===== config.mk =====
export PLATFORM = sky130hd
export DESIGN_NAME = pipelined_alu_flat
export DESIGN_NICKNAME = d
export VERILOG_FILES = /design/src/rtl/pipelined_alu_if.sv /design/src/rtl/pipelined_alu.sv /design/src/flat_wrapper.sv
export SDC_FILE = /design/constraint.sdc
export NUM_CORES = 1
export LEC_CHECK = 0
export BUFFER_PORTS_ARGS = -buffer_cell sky130_fd_sc_hd__buf_4
export CAP_MARGIN = 20
export CORE_MARGIN = 8
export CORE_UTILIZATION = 55
export CTS_BUF_LIST = sky130_fd_sc_hd__clkbuf_4 sky130_fd_sc_hd__clkbuf_8 sky130_fd_sc_hd__clkbuf_16
export CTS_CLUSTER_SIZE = 20
export DETAILED_ROUTE_END_ITERATION = 6
export PLACE_DENSITY = 0.81
export SLEW_MARGIN = 20
export SYNTH_ARGS = -nofsm -noshare
export SYNTH_HDL_FRONTEND = slang
export SYNTH_SLANG_ARGS = --single-unit

===== constraint.sdc =====
create_clock -name clk -period 4 [get_ports clk]
set_clock_uncertainty 0.05 [all_clocks]
set_input_delay 0.8 -clock clk [delete_from_list [all_inputs] [get_ports clk]]
set_output_delay 0.8 -clock clk [all_outputs]
set_load 0.005 [all_outputs]

===== src/rtl/pipelined_alu_if.sv =====
// Operand/result handshake bundle for pipelined_alu.
// Ports: in_valid/in_ready/opA/opB/ctrl (operand channel), out_valid/out_ready/result/overflow (result channel).
// slave = ALU side, master = operand source / result sink side.
interface pipelined_alu_if #(
   parameter int WIDTH = 8
);
   logic             in_valid;
   logic             in_ready;
   logic [WIDTH-1:0] opA;
   logic [WIDTH-1:0] opB;
   logic [2:0]       ctrl;
   logic             out_valid;
   logic             out_ready;
   logic [WIDTH-1:0] result;
   logic             overflow;

   modport slave (
      input  in_valid, opA, opB, ctrl, out_ready,
      output in_ready, out_valid, result, overflow
   );

   modport master (
      output in_valid, opA, opB, ctrl, out_ready,
      input  in_ready, out_valid, result, overflow
   );
endinterface


===== src/rtl/pipelined_alu.sv =====
// Registered ALU: AND/ADD/OR/SUB/XOR in one cycle, shift-add MUL in WIDTH cycles, one-entry output register.
// Latency: 1 cycle for logic/add/sub/reserved ops, WIDTH+1 cycles for MUL (fixed, independent of operands).
// Backpressure: in_ready drops while MUL runs or the output register is full and out_ready is low.
// Ports: clk, reset (sync, active-high), alu (pipelined_alu_if.slave: operand and result channels).
// Optional: define ALU_SAT_EN to saturate ADD/SUB on signed overflow and MUL on unsigned overflow.
module pipelined_alu #(
   parameter int WIDTH = 8
) (
   input  logic           clk,
   input  logic           reset,
   pipelined_alu_if.slave alu
);
   localparam int CNT_W = $clog2(WIDTH + 1);

   localparam logic [2:0] OP_AND = 3'b000;
   localparam logic [2:0] OP_ADD = 3'b001;
   localparam logic [2:0] OP_OR  = 3'b010;
   localparam logic [2:0] OP_SUB = 3'b011;
   localparam logic [2:0] OP_XOR = 3'b100;
   localparam logic [2:0] OP_MUL = 3'b101;

   typedef enum logic {
      IDLE = 1'b0,
      BUSY = 1'b1
   } state_t;

   state_t             state;
   state_t             state_nxt;

   logic [CNT_W-1:0]   cnt;
   logic [2*WIDTH-1:0] mcand;
   logic [2*WIDTH-1:0] acc;
   logic [2*WIDTH-1:0] acc_step;
   logic [WIDTH-1:0]   mplier;

   logic               out_valid_q;
   logic [WIDTH-1:0]   result_q;
   logic               overflow_q;

   logic               accept;
   logic               load_alu;
   logic               load_mul;
   logic               start_mul;
   logic               mul_step;

   logic               is_sub;
   logic [WIDTH-1:0]   b_eff;
   logic [WIDTH-1:0]   sum;
   logic               add_ovf;
   logic [WIDTH-1:0]   alu_res;
   logic               alu_ovf;
   logic [WIDTH-1:0]   mul_res;
   logic               mul_ovf;

   // Drain-and-accept in the same cycle is allowed when the sink takes the pending result.
   assign alu.in_ready  = (state == IDLE) && (!out_valid_q || alu.out_ready);
   assign accept        = alu.in_valid && alu.in_ready;

   assign alu.out_valid = out_valid_q;
   assign alu.result    = result_q;
   assign alu.overflow  = overflow_q;

   // Single-cycle ops. SUB reuses the adder as A + ~B + 1.
   always_comb begin
      is_sub  = (alu.ctrl == OP_SUB);
      b_eff   = is_sub ? ~alu.opB : alu.opB;
      sum     = alu.opA + b_eff + WIDTH'(is_sub);
      // Signed overflow: effective operands share a sign the sum does not.
      add_ovf = (alu.opA[WIDTH-1] == b_eff[WIDTH-1]) && (sum[WIDTH-1] != alu.opA[WIDTH-1]);
      alu_res = '0;
      alu_ovf = 1'b0;
      case (alu.ctrl)
         OP_AND: alu_res = alu.opA & alu.opB;
         OP_OR:  alu_res = alu.opA | alu.opB;
         OP_XOR: alu_res = alu.opA ^ alu.opB;
         OP_ADD, OP_SUB: begin
            alu_res = sum;
            alu_ovf = add_ovf;
`ifdef ALU_SAT_EN
            // Overflow direction follows the operand sign.
            if (add_ovf) begin
               alu_res = alu.opA[WIDTH-1] ? {1'b1, {(WIDTH-1){1'b0}}}
                                          : {1'b0, {(WIDTH-1){1'b1}}};
            end
`endif
         end
         default: begin
            // Reserved codes produce zero; MUL never loads through this path.
         end
      endcase
   end

   // One shift-add step: add the shifted multiplicand when the current multiplier LSB is set.
   assign acc_step = mplier[0] ? (acc + mcand) : acc;
   assign mul_ovf  = |acc_step[2*WIDTH-1:WIDTH];

   always_comb begin
      mul_res = acc_step[WIDTH-1:0];
`ifdef ALU_SAT_EN
      if (mul_ovf) begin
         mul_res = '1;
      end
`endif
   end

   // The final multiply step and the result load share one edge, giving WIDTH BUSY cycles.
   always_comb begin
      state_nxt = state;
      load_alu  = 1'b0;
      load_mul  = 1'b0;
      start_mul = 1'b0;
      mul_step  = 1'b0;
      case (state)
         IDLE: begin
            if (accept) begin
               if (alu.ctrl == OP_MUL) begin
                  start_mul = 1'b1;
                  state_nxt = BUSY;
               end else begin
                  load_alu  = 1'b1;
               end
            end
         end
         BUSY: begin
            if (cnt == CNT_W'(WIDTH - 1)) begin
               load_mul  = 1'b1;
               state_nxt = IDLE;
            end else begin
               mul_step  = 1'b1;
            end
         end
         default: state_nxt = IDLE;
      endcase
   end

   always_ff @(posedge clk) begin
      if (reset) begin
         state <= IDLE;
      end else begin
         state <= state_nxt;
      end
   end

   always_ff @(posedge clk) begin
      if (reset) begin
         cnt         <= '0;
         mcand       <= '0;
         mplier      <= '0;
         acc         <= '0;
         out_valid_q <= 1'b0;
         result_q    <= '0;
         overflow_q  <= 1'b0;
      end else begin
         if (start_mul) begin
            cnt    <= '0;
            acc    <= '0;
            mcand  <= {{WIDTH{1'b0}}, alu.opA};
            mplier <= alu.opB;
         end else if (mul_step) begin
            cnt    <= cnt + CNT_W'(1);
            acc    <= acc_step;
            mcand  <= mcand << 1;
            mplier <= mplier >> 1;
         end else if (load_mul) begin
            cnt    <= '0;
         end

         // Result register only changes on a load, so it holds steady under backpressure.
         if (load_alu) begin
            result_q   <= alu_res;
            overflow_q <= alu_ovf;
         end else if (load_mul) begin
            result_q   <= mul_res;
            overflow_q <= mul_ovf;
         end

         if (load_alu || load_mul) begin
            out_valid_q <= 1'b1;
         end else if (out_valid_q && alu.out_ready) begin
            out_valid_q <= 1'b0;
         end
      end
   end
endmodule

===== src/flat_wrapper.sv =====
// flat-port wrapper written by rule: the top's interface ports become plain ports
module pipelined_alu_flat 
#(
   parameter int WIDTH = 8
)
  (clk, reset, alu_in_valid, alu_opA, alu_opB, alu_ctrl, alu_out_ready, alu_in_ready, alu_out_valid, alu_result, alu_overflow);
  pipelined_alu_if #(.WIDTH(WIDTH)) alu_i ();
  input  logic clk;
  input  logic reset;
  input wire logic [$bits(alu_i.in_valid)-1:0] alu_in_valid;
  input wire logic [$bits(alu_i.opA)-1:0] alu_opA;
  input wire logic [$bits(alu_i.opB)-1:0] alu_opB;
  input wire logic [$bits(alu_i.ctrl)-1:0] alu_ctrl;
  input wire logic [$bits(alu_i.out_ready)-1:0] alu_out_ready;
  output wire logic [$bits(alu_i.in_ready)-1:0] alu_in_ready;
  output wire logic [$bits(alu_i.out_valid)-1:0] alu_out_valid;
  output wire logic [$bits(alu_i.result)-1:0] alu_result;
  output wire logic [$bits(alu_i.overflow)-1:0] alu_overflow;
  assign alu_i.in_valid = alu_in_valid;
  assign alu_i.opA = alu_opA;
  assign alu_i.opB = alu_opB;
  assign alu_i.ctrl = alu_ctrl;
  assign alu_i.out_ready = alu_out_ready;
  assign alu_in_ready = alu_i.in_ready;
  assign alu_out_valid = alu_i.out_valid;
  assign alu_result = alu_i.result;
  assign alu_overflow = alu_i.overflow;
  pipelined_alu #(.WIDTH(WIDTH)) u_core (.clk(clk), .reset(reset), .alu(alu_i));
endmodule

# Word level (Yosys, flattened, before mapping)
# Cells that the tools add are included.
[word_totals]
register_bits = 55
inputBits = 23
out_inout_bits = 11
[op_classes]
addsub = 4
eq_ne = 8
n_mux = 27
n_bitwise = 5
n_reduce_logical = 15
[ops]
columns = ["cell", "count"]
rows = [
  ["8-bit 2-to-1 mux", 7],
  ["8-bit one-hot mux with 4 select lines", 1],
  ["16-bit adder", 1],
  ["16-bit 2-to-1 mux", 1],
  ["1-bit 2-to-1 mux", 15],
  ["8-bit by 1-bit adder with 8-bit output", 1],
  ["8-bit adder", 1],
  ["8-bit bitwise AND", 1],
  ["4-bit 2-to-1 mux", 2],
  ["8-bit NOT", 1],
  ["8-bit OR", 1],
  ["2-bit nonzero test", 4],
  ["8-bit OR reduction", 1],
  ["8-bit XOR", 1],
  ["3-bit by 2-bit equality test with 1-bit output (second input constant)", 2],
  ["3-bit equality test (second input constant)", 2],
  ["4-bit by 1-bit adder with 4-bit output (second input constant)", 1],
  ["4-bit by 3-bit equality test with 1-bit output (second input constant)", 1],
  ["1-bit logical AND", 4],
  ["2-bit OR reduction", 2],
  ["3-bit by 1-bit equality test with 1-bit output (second input constant)", 1],
  ["3-bit zero test", 1],
  ["1-bit logical OR", 2],
  ["1-bit one-hot mux with 2 select lines", 1],
  ["other kinds (4)", 4],
]

# Logic depth before layout (Yosys ltp)
[logic_depth]
ltp_word = 8
depth_mapped = 13
ltp_nobuf = 12

# Worst setup path after synthesis
# Ideal clock, no wire load.
[synth_timing]
path_kind = "input-to-reg"
from = "input alu_ctrl[0]"
to = "register u_core.overflow_q (netlist: u_core.alu.overflow)"
t_arrival_ps = 3459
required_ps = 3880
slack_ps = 421
path_stages = 13
path_buffers = 1
cell_sequence = "clkbuf_1 nor2b_1 nand2_1 xnor2_1 ha_1 nor2_1 a311oi_1 a31oi_2 o21ai_2 mux2i_1 a21oi_1 or3_1 a21oi_1"
[synth_via]
elab_chain_len = 8
elab_cells_between_ends = 16
classes_between = "2 x add/sub; 5 x eq/ne; 6 x mux; 3 x reduce/logical"
[synth_lines]
columns = ["element", "line_no", "source"]
rows = [
  ["start, declared", "flat_wrapper.sv:13", "input wire logic [$bits(alu_i.ctrl)-1:0] alu_ctrl;"],
  ["3-bit by 2-bit equality test with 1-bit output", "pipelined_alu.sv:65, pipelined_alu.sv:72", ""],
  ["8-bit 2-to-1 mux", "pipelined_alu.sv:66", "b_eff = is_sub ? ~alu.opB : alu.opB;"],
  ["8-bit adder", "pipelined_alu.sv:67", "sum = alu.opA + b_eff + WIDTH'(is_sub);"],
  ["8-bit by 1-bit adder with 8-bit output", "pipelined_alu.sv:67", ""],
  ["1-bit != test", "pipelined_alu.sv:69", "add_ovf = (alu.opA[WIDTH-1] == b_eff[WIDTH-1]) && (sum[WIDTH-1] != alu.opA[WIDTH-1]);"],
  ["1-bit logical AND", "pipelined_alu.sv:69", ""],
  ["1-bit 2-to-1 mux", "pipelined_alu.sv:72", "case (alu.ctrl)"],
  ["1-bit 2-to-1 mux", "pipelined_alu.sv:169", "if (load_alu) begin"],
  ["end signal, assigned", "pipelined_alu.sv:171", "overflow_q <= alu_ovf;"],
  ["end signal, assigned", "pipelined_alu.sv:174", "overflow_q <= mul_ovf;"],
  ["end, declared", "pipelined_alu.sv:38", "logic overflow_q;"],
]
# Parallel ways exist; a longest one is shown, timed or not.
# A chain may end at the register's enable or synchronous reset.

# Worst setup path in the final report
[layout_timing]
from = "input alu_ctrl[2]"
to = "register u_core.overflow_q (netlist: u_core.alu.overflow)"
# The elaborated chain is that of the path after synthesis.

==> metrics.md <==
| Metric | Value |
|---|---|
| Status | `finished, violations left` |
| Violated checks | `DRC` |
| Post-DP Area | `roughly 4200 um2` |
| Post-CTS Resized | `0` |
| Tightest hold margin | `0.4157 ns` |
| DRC | `2` |
| Number of global-route vias before repair | `3,571` |
| Unique masters post-synth | `56` |
| Largest delay share family, worst path | `compound AO/OA/AOI/OAI gates` |
| Commonest non-fill, non-tap cell in the layout | `nand2_1` |
| Fmax | `between 0.2 and 0.3 GHz` |
| TritonRoute pass-1 iters | `7` |
| First-pass GRT wire length | `roughly 17,000 um` |
| Final Non-Filler Cells | `624` |
| Slowest stage delay, CP | `~0.48 ns` |
| Remaining antenna violation count | `0` |
| Rows | `31` |
| Initial antenna violation count | `0` |
| Die area | `between 10,000 and 15,000 um2` |
| Largest net degree at the start of global routing | `29` |
| # fillers | `between 600 and 700` |
| Initial Utilization | `55.42%` |
| Max H-tree Level | `2` |
| Detailed Route Iter0 Violations | `between 200 and 250` |
| Number of max-capacitance violations reported | `0` |
| Antenna Cells | `0` |
| CTS Buf Count | `5` |
| RSZ-0062 raised after global routing | `false` |
| Clock root buffer | `clkbuf_8` |
| Worst-Margin Slew | `about 0.91 ns` |
| TritonCTS clock tree | `done` |
| Post-synthesis net count | `569` |
| Worst path cell trace | `buf_4 > nor2b_1 > nand2_1 > xnor2_1 > ha_1 > nor2_1 > a311oi_1 > a31oi_2 > o21ai_2 > mux2i_1 > a21oi_1 > or3_1 > a21oi_1` |
| Post-Place Cells | `between 600 and 700` |
| CP Depth | `13` |
| Vias per inst | `5.934` |
| VDD IR max | `0.0001502 V` |
| Critical Path End Type | `flip-flop` |
| Crit-path most repeated cell | `a21oi_1` |
| Post-synth EDFFs | `0` |
| HPWL after DPL | `7665 um` |
| Multi-input logic area | `2656 um2` |
| Detailed-route wire length | `just over 10,000 um` |
| Period utilisation layout | `91.08%` |
| Die Span Y | `between 100 and 150 um` |
| I/O Pins | `34` |
| Hold-fix buffers, CTS | `0` |
| FF/Latch Area | `1101 um2` |
| Commonest cells after routing, fill and taps aside | `nand2_1 (85), dfxtp_1 (55), a21oi_1 (50), nor2_1 (49), ha_1 (38)` |
| Mapped Avg Cell Area | `7.774 um2` |
| CP Launch Type | `input port` |
| CTS Buffer Depth | `2` |
| WS Path Type | `in -> reg` |
| Nets@finish | `587` |
| Final hold violation count | `0` |
| DR vias | `3,703` |
| Setup Viol. Count Final | `0` |
| Slew HR | `39.46%` |
| Final instance area | `between 4000 and 5000 um2` |
| Die W | `100.6 um` |
| Total gr overflow | `0` |
| Clock sink count | `55` |
| Synth-to-layout area growth | `9.860%` |
| CP Buf/Inv Count | `1` |
| Ys flop type | `dfxtp_1` |
| Layout cell share with drive strength beyond 1 | `a little over a tenth` |
| Hold path cells | `2` |
| Worst Reg-to-Reg Cells | `10` |
| Worst Path Required | `4.20 ns` |
| Area of the core | `just over 7000 um2` |
| WL/cell | `~16 um` |
| Sequential cell area fraction in the yosys report | `27.99%` |
| CP Max Fanout | `15` |
| Yosys reg bits | `55` |
| P_leak | `1.817 nW` |
| GRT Resource Usage Total | `19.99%` |
| Hold Crit Class | `reg -> reg` |
| Ys Warns | `0` |
| Syn Inst Count | `506` |
| Worst skew pair latency | `0.31 ns` |
| Syn Std Cell Area | `3934 um2` |
| Cell Pwr Density | `around 260 nW/um2` |
| Slowest CP cell | `a311oi_1` |
| Port bufs | `33` |
| TNS Setup | `0 ns` |
| Setup Fix Bufs, Post-CTS | `0` |
| Asr flop ratio synth | `0%` |
| Final Critical Period | `approximately 3.6 ns` |
| Final GP Congestion | `around 0.93` |
| Clock transition at the registers of the reported paths | `0.11 ns` |
| Crit path DAT | `3.84 ns` |
| Final Slew Violations | `0` |
| Utilization after layout | `60.88%` |
metrics by stage:
step                 power, W  worst slack (ns)
finish               0.001141            0.3567
global route         0.001193           0.08055
global placement    0.0008164            0.2800
CTS                  0.001151            0.3939
detailed placement  0.0008243           0.09713
floorplan           0.0007435            0.4215
worst min-delay path, cell delays in order, from the launching register on:
cell and delay (ns):
dfxtp_1 0.33, nand2_1 0.05, a21oi_1 0.05
state kept, by name, summed over array words and instances (netlist names):
name / count
u_core.mplier: 8
u_core.cnt: 4
u_core.alu.overflow: 1
u_core.acc: 16
u_core.state: 1
u_core.alu.result: 8
u_core.mcand: 16
u_core.alu.out_valid: 1
routing by layer:
metal	GRT usage, %	vias to the layer above	share of wire [%]
met5	0	-	0
met4	5.465	0	1.4
met3	3.246	12	5.6
met2	33.95	114	48
met1	25.39	1750	45
li1	-	1827	-
layout make-up:
class | instances | area share (%)
Inverter | 22 | 1.911
Timing Repair Buffer | 35 | 6.080
Sequential cell | 55 | 25.48
Multi-Input combinational cell | 405 | 61.47
Clock buffer | 5 | 1.592
Clock inverter | 3 | 0.6080
Tap cell | 99 | 2.866
Yosys cell counts, types with 10 or more instances:
cell | number | area [um2]
clkbuf_1 | 19 | 71.32
nor2_1 | 49 | 183.9
nand2_1 | 85 | 319.1
xnor2_1 | 19 | 166.4
inv_1 | 22 | 82.58
a311oi_1 | 11 | 96.34
mux2i_1 | 10 | 100.1
a21oi_1 | 50 | 250.2
a211oi_1 | 10 | 75.07
ha_1 | 38 | 475.5
dfxtp_1 | 55 | 1101
power by group:
part	internal, W	switching, W
combinational	0.000105	0.000133
sequential	0.000563	0.0000140
clock	0.000129	0.000197
total	0.000797	0.000344
cell families (layout without fill, tap and decap cells):
family | after synthesis | in the layout | share of synthesized area [%]
buf+inv | 46 | 65 | 4.485
simple gates | 190 | 190 | 22.07
flops | 55 | 55 | 27.99
mux | 16 | 16 | 4.262
compound gates | 133 | 133 | 22.30
xor+xnor | 26 | 26 | 5.789
fa+ha+maj | 40 | 40 | 13.10
final timing paths:
check,slack [ns],start,endpoint
setup / recovery,0.36,alu_ctrl[2],u_core.alu.overflow$_SDFFE_PP0P_
hold / removal,0.42,u_core.mplier[5]$_SDFFE_PP0P_,u_core.mplier[5]$_SDFFE_PP0P_
setup reg to reg,1.02,u_core.mcand[0]$_SDFFE_PP0P_,u_core.alu.overflow$_SDFFE_PP0P_
hold reg to reg,0.42,u_core.mplier[5]$_SDFFE_PP0P_,u_core.mplier[5]$_SDFFE_PP0P_
Note: power is estimated with default switching activity, not from simulation.
